`src/rtl/ucsbece154b_bp_pkg.sv`:
```
// Shared encodings for the branch predictor: PHT counter values, FSM states
// and the PHT initialisation constant.
package ucsbece154b_bp_pkg;

  typedef enum logic [1:0] {
    SNT = 2'b00,
    WNT = 2'b01,
    WT  = 2'b10,
    ST  = 2'b11
  } pht_cnt_e;

  typedef enum logic {
    INIT = 1'b0,
    RUN  = 1'b1
  } bp_state_e;

  localparam logic [1:0] PHT_INIT = 2'b01;

endpackage

```
`src/rtl/ucsbece154b_btb.sv`:
```
// Branch target buffer: direct-mapped storage with combinational tag compare,
// one write port and a per-index valid clear driven by the init sweep.
module ucsbece154b_btb
  import ucsbece154b_bp_pkg::*;
#(
  parameter int NUM_ENTRIES = 32,
  localparam int IDX_W = $clog2(NUM_ENTRIES),
  localparam int TAG_W = 30 - IDX_W
) (
  input  logic             clk,
  input  logic [29:0]      rd_word_i,
  output logic             hit_o,
  output logic [31:0]      target_o,
  output logic             is_jump_o,
  output logic             is_branch_o,
  input  logic             clr_en_i,
  input  logic [IDX_W-1:0] clr_idx_i,
  input  logic             wr_en_i,
  input  logic [29:0]      wr_word_i,
  input  logic [31:0]      wr_target_i,
  input  logic             wr_is_jump_i,
  input  logic             wr_is_branch_i
);

  logic             valid_q     [NUM_ENTRIES];
  logic [TAG_W-1:0] tag_q       [NUM_ENTRIES];
  logic [31:0]      target_q    [NUM_ENTRIES];
  logic             is_jump_q   [NUM_ENTRIES];
  logic             is_branch_q [NUM_ENTRIES];

  logic [IDX_W-1:0] rd_idx;
  logic [IDX_W-1:0] wr_idx;

  assign rd_idx = rd_word_i[IDX_W-1:0];
  assign wr_idx = wr_word_i[IDX_W-1:0];

  assign hit_o       = valid_q[rd_idx] && (tag_q[rd_idx] == rd_word_i[29:IDX_W]);
  assign target_o    = target_q[rd_idx];
  assign is_jump_o   = is_jump_q[rd_idx];
  assign is_branch_o = is_branch_q[rd_idx];

  // Only the valid bits are swept; stale payload is harmless once invalid.
  always_ff @(posedge clk) begin
    if (clr_en_i) begin
      valid_q[clr_idx_i] <= 1'b0;
    end else if (wr_en_i) begin
      valid_q[wr_idx] <= 1'b1;
    end
  end

  always_ff @(posedge clk) begin
    if (wr_en_i && !clr_en_i) begin
      tag_q[wr_idx]       <= wr_word_i[29:IDX_W];
      target_q[wr_idx]    <= wr_target_i;
      is_jump_q[wr_idx]   <= wr_is_jump_i;
      is_branch_q[wr_idx] <= wr_is_branch_i;
    end
  end

endmodule

```
`src/rtl/ucsbece154b_gshare_predictor.sv`:
```
// Fetch-stage branch predictor (BTB + 2-bit PHT) with a self-clearing init sweep.
// Define UCSBECE154B_GSHARE_EN for gshare indexing; otherwise the PHT is bimodal.
module ucsbece154b_gshare_predictor
  import ucsbece154b_bp_pkg::*;
#(
  parameter int NUM_BTB_ENTRIES = 32,
  parameter int NUM_GHR_BITS    = 5
) (
  input  logic                    clk,
  input  logic                    reset_i,
  input  logic [31:0]             pc_i,
  output logic [31:0]             BTBtarget_o,
  output logic                    BranchTaken_o,
  output logic [NUM_GHR_BITS-1:0] PHTreadaddress_o,
  output logic                    ready_o,
  input  logic                    upd_valid_i,
  input  logic [31:0]             upd_pc_i,
  input  logic [31:0]             upd_target_i,
  input  logic                    upd_is_branch_i,
  input  logic                    upd_is_jump_i,
  input  logic                    upd_taken_i,
  input  logic [NUM_GHR_BITS-1:0] PHTwriteaddress_i
);

  localparam int PHT_DEPTH = 1 << NUM_GHR_BITS;
  localparam int BTB_IDX_W = $clog2(NUM_BTB_ENTRIES);
  localparam int SWEEP     = (NUM_BTB_ENTRIES > PHT_DEPTH) ? NUM_BTB_ENTRIES : PHT_DEPTH;
  localparam int CNT_W     = (SWEEP > 1) ? $clog2(SWEEP) : 1;

  bp_state_e          state_q, state_d;
  logic [CNT_W-1:0]   cnt_q, cnt_d;
  logic [1:0]         pht_q [PHT_DEPTH];
  logic [1:0]         pht_cur;
  logic [1:0]         pht_new;

  logic        upd_run;
  logic        upd_jump;
  logic        upd_branch;
  logic        btb_clr;
  logic        pht_clr;
  logic        btb_hit;
  logic        btb_is_jump;
  logic        btb_is_branch;
  logic        unused_pc_bits;

  assign unused_pc_bits = &{1'b0, pc_i[1:0], upd_pc_i[1:0]};

  always_comb begin
    state_d = state_q;
    cnt_d   = cnt_q;
    if (state_q == INIT) begin
      cnt_d = cnt_q + 1'b1;
      if (cnt_q == CNT_W'(SWEEP - 1)) begin
        state_d = RUN;
        cnt_d   = '0;
      end
    end
  end

  always_ff @(posedge clk) begin
    if (!reset_i) begin
      state_q <= INIT;
      cnt_q   <= '0;
    end else begin
      state_q <= state_d;
      cnt_q   <= cnt_d;
    end
  end

  assign ready_o = (state_q == RUN);
  assign btb_clr = (state_q == INIT) && ({1'b0, cnt_q} < (CNT_W + 1)'(NUM_BTB_ENTRIES));
  assign pht_clr = (state_q == INIT) && ({1'b0, cnt_q} < (CNT_W + 1)'(PHT_DEPTH));

  // A jump+branch strobe is treated purely as a jump.
  assign upd_run    = reset_i && ready_o && upd_valid_i;
  assign upd_jump   = upd_run && upd_is_jump_i;
  assign upd_branch = upd_run && upd_is_branch_i && !upd_is_jump_i;

  assign pht_cur = pht_q[PHTwriteaddress_i];
  always_comb begin
    pht_new = pht_cur;
    if (upd_taken_i) begin
      if (pht_cur != ST) pht_new = pht_cur + 2'd1;
    end else begin
      if (pht_cur != SNT) pht_new = pht_cur - 2'd1;
    end
  end

  always_ff @(posedge clk) begin
    if (pht_clr) begin
      pht_q[cnt_q[NUM_GHR_BITS-1:0]] <= PHT_INIT;
    end else if (upd_branch) begin
      pht_q[PHTwriteaddress_i] <= pht_new;
    end
  end

`ifdef UCSBECE154B_GSHARE_EN
  logic [NUM_GHR_BITS-1:0] ghr_q, ghr_d;

  always_comb begin
    ghr_d = ghr_q;
    if (upd_branch) ghr_d = {ghr_q[NUM_GHR_BITS-2:0], upd_taken_i};
  end

  always_ff @(posedge clk) begin
    if (!reset_i) ghr_q <= '0;
    else          ghr_q <= ghr_d;
  end

  assign PHTreadaddress_o = pc_i[NUM_GHR_BITS+1:2] ^ ghr_q;
`else
  assign PHTreadaddress_o = pc_i[NUM_GHR_BITS+1:2];
`endif

  ucsbece154b_btb #(
    .NUM_ENTRIES (NUM_BTB_ENTRIES)
  ) u_btb (
    .clk            (clk),
    .rd_word_i      (pc_i[31:2]),
    .hit_o          (btb_hit),
    .target_o       (BTBtarget_o),
    .is_jump_o      (btb_is_jump),
    .is_branch_o    (btb_is_branch),
    .clr_en_i       (btb_clr),
    .clr_idx_i      (cnt_q[BTB_IDX_W-1:0]),
    .wr_en_i        (upd_jump || (upd_branch && upd_taken_i)),
    .wr_word_i      (upd_pc_i[31:2]),
    .wr_target_i    (upd_target_i),
    .wr_is_jump_i   (upd_jump),
    .wr_is_branch_i (upd_branch)
  );

  assign BranchTaken_o = ready_o && btb_hit &&
                         (btb_is_jump || (btb_is_branch && pht_q[PHTreadaddress_o][1]));

endmodule

```
`config.mk`:
```
export PLATFORM = sky130hd
export DESIGN_NAME = ucsbece154b_gshare_predictor
export DESIGN_NICKNAME = d
export VERILOG_FILES = /design/src/rtl/ucsbece154b_bp_pkg.sv /design/src/rtl/ucsbece154b_btb.sv /design/src/rtl/ucsbece154b_gshare_predictor.sv
export SDC_FILE = /design/constraint.sdc
export NUM_CORES = 2
export LEC_CHECK = 0
export CAP_MARGIN = 20
export CORE_ASPECT_RATIO = 1.25
export CORE_MARGIN = 2
export CORE_UTILIZATION = 30
export DETAILED_ROUTE_END_ITERATION = 8
export GPL_ROUTABILITY_DRIVEN = 0
export GPL_TIMING_DRIVEN = 0
export PLACE_DENSITY = 0.45
export SYNTH_ARGS = -nofsm -noshare
export SYNTH_HDL_FRONTEND = slang
export SYNTH_HIERARCHICAL = 1
export SYNTH_SLANG_ARGS = --single-unit
```
`constraint.sdc`:
```
create_clock -name clk -period 11.94 [get_ports clk]
set_input_delay 2.388 -clock clk [delete_from_list [all_inputs] [get_ports clk]]
set_output_delay 2.388 -clock clk [all_outputs]
set_load 0.01 [all_outputs]
```
==> run summary <==
Nets: 3972
Die H: 571.4 um
Post-route minimum period: 11710 ps
# DRC: 0
CTS tree: built
Commonest cells after routing, fill and taps aside: edfxtp_1 (1984), mux4_2 (534), clkbuf_16 (214)
Post-synthesis cell type count: 62
Area leader, netlist: edfxtp_1
Via count: 37540
CTS Hold Bufs: 0
Row cnt: 208
CP startpoint kind: primary input
DPL Wire Length: 162.6 mm
Clk network pwr share: 0.427
Chip width: 457.9 um
Initial drt markers: 4017
Synth Instances: 3349
Fillcell total: 23460
Pre-CTS WS: 176.6 ps
Num ports: 146
WL met3: 13.17 mm
Period utilization: 0.9809
Fmax: 85.38 MHz
Relative max-transition margin: 0.2002
Max VDD drop: 0.1509 mV
Worst r2r dst: u_btb/target_q[15][7]
I/O Buffers: 138
Routed WL: 239.5 mm
Commonest non-fill, non-tap cell in the layout: edfxtp_1
Switching power: 3187 uW
Pwr Density: 158.2 nW/um^2
Final hold violation count: 0
Static leakage: 0.02892 uW
Die area: 261700 um^2
Mean Syn Cell Area: 23.07 um^2
Asr flop ratio synth: 0
Crit path to: BranchTaken_o
Maxcap violations: 0
Worst-skew pair later-pin latency: 850 ps
Worst path max stage delay: 950 ps
Multi-input logic area: 16830 um^2
Syn Std Cell Area: 77270 um^2
Drt wl/cell: 32.36 um
Setup bufs post-CTS: 0
Core ar.: 256600 um^2
Final Setup Violations: 0
Flop pwr share: 0.520
CP required: 9550 ps
PostCTS Resize Cnt: 0
Unrepaired setup endpoints after global routing: false
Initial Util: 0.3011
EDFF count, synth: 1984
Initial antenna violation count: 28
Vias in the first global route: 39020
Post-synth top area share: 0.7710
Met1 Wirelength: 97.96 mm
Arr. time, crit path: 9320 ps
Net Sw Frac: 0.2159
Comb pwr share: 0.053
Seq/Total Area, Yosys: 0.7726
Reg2reg start: ready_o
Top Metal Used: met5
Outcome: completed
Area grow syn2layout: 20.75%
Via density: 5.072
Final ANT Viol Nets: 0
H-tree levels: 4
Flops & latches, synth: 1990
Crit Path Max Fanout: 11
Largest net degree at the start of global routing: 42
Synth Net Count: 3458
Top cells by area, synth: edfxtp_1 (77%), mux4_2 (16%), mux2i_1 (1.2%)
Setup ws final: 227.9 ps
Slew @ Worst Pin: 1200 ps
CP Launch Point: pc_i[6]
Drt first pass iters: 7
GRT Util Overall: 0.1820
P_int: 11570 uW
Gr ovfl total: 0
CP Cell Sequence: clkdlybuf4s50_1, clkbuf_1, clkbuf_1, buf_2, clkbuf_2, a21oi_2, xnor2_1, nor4_2, nand4_1, a2111oi_2, nand2_1, a21oi_1, clkdlybuf4s50_1
Worst reg2reg path depth: 10
Worst min-delay path category: reg -> reg
Detail Route met2 WL: 122.1 mm
Num CTS Buffers: 206
Slowest cell on crit path: clkdlybuf4s50_1
WHS: 657.1 ps
Reg area: 59700 um^2
Clock Path Buffers: 3
Worst-path clk slew: 60 ps
Clock Root Buffer: clkbuf_16
First-pass GRT wire length: 326.5 mm
Fin. max-slew vios: 0
Crit. End Element: output port
Ys Warns: 6
Most common flop cell mapped by yosys: edfxtp_1
Clock Skew: 62.22 ps
Share of cells above drive strength 1: 0.2788
WS Path Type: in -> out
CTS sink cnt: 1990
Worst R2R Setup Slack: 7440 ps
==> worst min path at each step <==
stage	from	end	depth (start not counted)	slack, ps
global placement	cnt_q[3]	cnt_q[3]	2	610
floorplan	cnt_q[3]	cnt_q[3]	2	510
finish	cnt_q[0]	cnt_q[3]	2	660
detailed placement	cnt_q[3]	cnt_q[3]	2	630
global route	cnt_q[2]	cnt_q[2]	2	700
CTS	cnt_q[3]	cnt_q[3]	2	640
==> per-stage QoR <==
stage	total power [uW]	cells	util	setup TNS [ps]	instance area (um^2)
final	14760	7402	0.3636	0	93300
after global routing	15210	7394	0.3635	0	93280
after CTS	14900	7373	0.3616	0	92800
after detailed placement	8610	6996	0.3362	0	86260
after global placement	8585	6847	0.3229	-1665870	82860
after floorplan	8218	3349	-	0	77270
==> synthesized netlist by cell type (7+ instances only) <==
cell type,n
a21oi_1,20
a221oi_1,12
a22o_1,8
a22oi_1,27
and2_1,7
and3_1,9
buf_1,11
buf_2,55
buf_4,17
buf_6,13
clkbuf_1,69
edfxtp_1,1984
inv_1,11
mux2_2,10
mux2i_1,93
mux4_1,30
mux4_2,534
nand2_1,154
nand2b_1,11
nand3_1,20
nand3b_1,7
nor2_1,115
nor2b_1,13
o21ai_1,9
xnor2_1,14
xor2_1,9
==> per-layer routing <==
| layer | GRT usage | vias to the layer above |
|---|---|---|
| met5 | 0 | - |
| met4 | 0.04955 | 18 |
| met3 | 0.03128 | 307 |
| met2 | 0.3161 | 1152 |
| met1 | 0.2347 | 20740 |
| li1 | - | 15320 |
==> registers in the layout, indices dropped and copies added, names as in the netlist <==
name and flops:
u_btb/target_q 1024, u_btb/is_branch_q 32, u_btb/is_jump_q 32, u_btb/valid_q 32
ready_o 1, u_btb/tag_q 800, pht_q 64, cnt_q 5
==> cell type report <==
type	instances	share of cell area
Tap cell	3360	0.04506
Buffer	171	0.01027
Clock buffer	265	0.05808
Clock inverter	112	0.01200
Sequential cell	1990	0.6398
Multi-Input combinational cell	1175	0.1804
Antenna cell	10	0.0002682
Timing Repair Buffer	306	0.05360
Inverter	13	0.0005230
==> cell families (layout without fill, tap and decap cells) <==
group	after synthesis	count (layout)	synth area share
compound gates	128	128	0.01213
xor+xnor	23	23	0.002607
fa+ha+maj	2	2	0.0003238
buf+inv	184	867	0.01292
flops	1990	1990	0.7726
mux	667	667	0.1793
other cells	0	10	0
simple gates	355	355	0.02009
==> power by group through the flow <==
| stage | sequential, uW | clock, uW | combinational [uW] |
|---|---|---|---|
| after global routing | 7680 | 6700 | 829 |
| after global placement | 7830 | 0 | 754 |
| after CTS | 7680 | 6440 | 780 |
| after detailed placement | 7830 | 0 | 779 |
| final | 7680 | 6300 | 777 |
| after floorplan | 7830 | 0 | 391 |
==> worst max-delay path, delay by kind of cell <==
| kind | cells | cell delay [ps] |
|---|---|---|
| xor+xnor | 1 | 200 |
| compound gates | 3 | 1380 |
| buf+inv | 6 | 4440 |
| simple gates | 3 | 850 |
(Power assumes the default switching activity.)
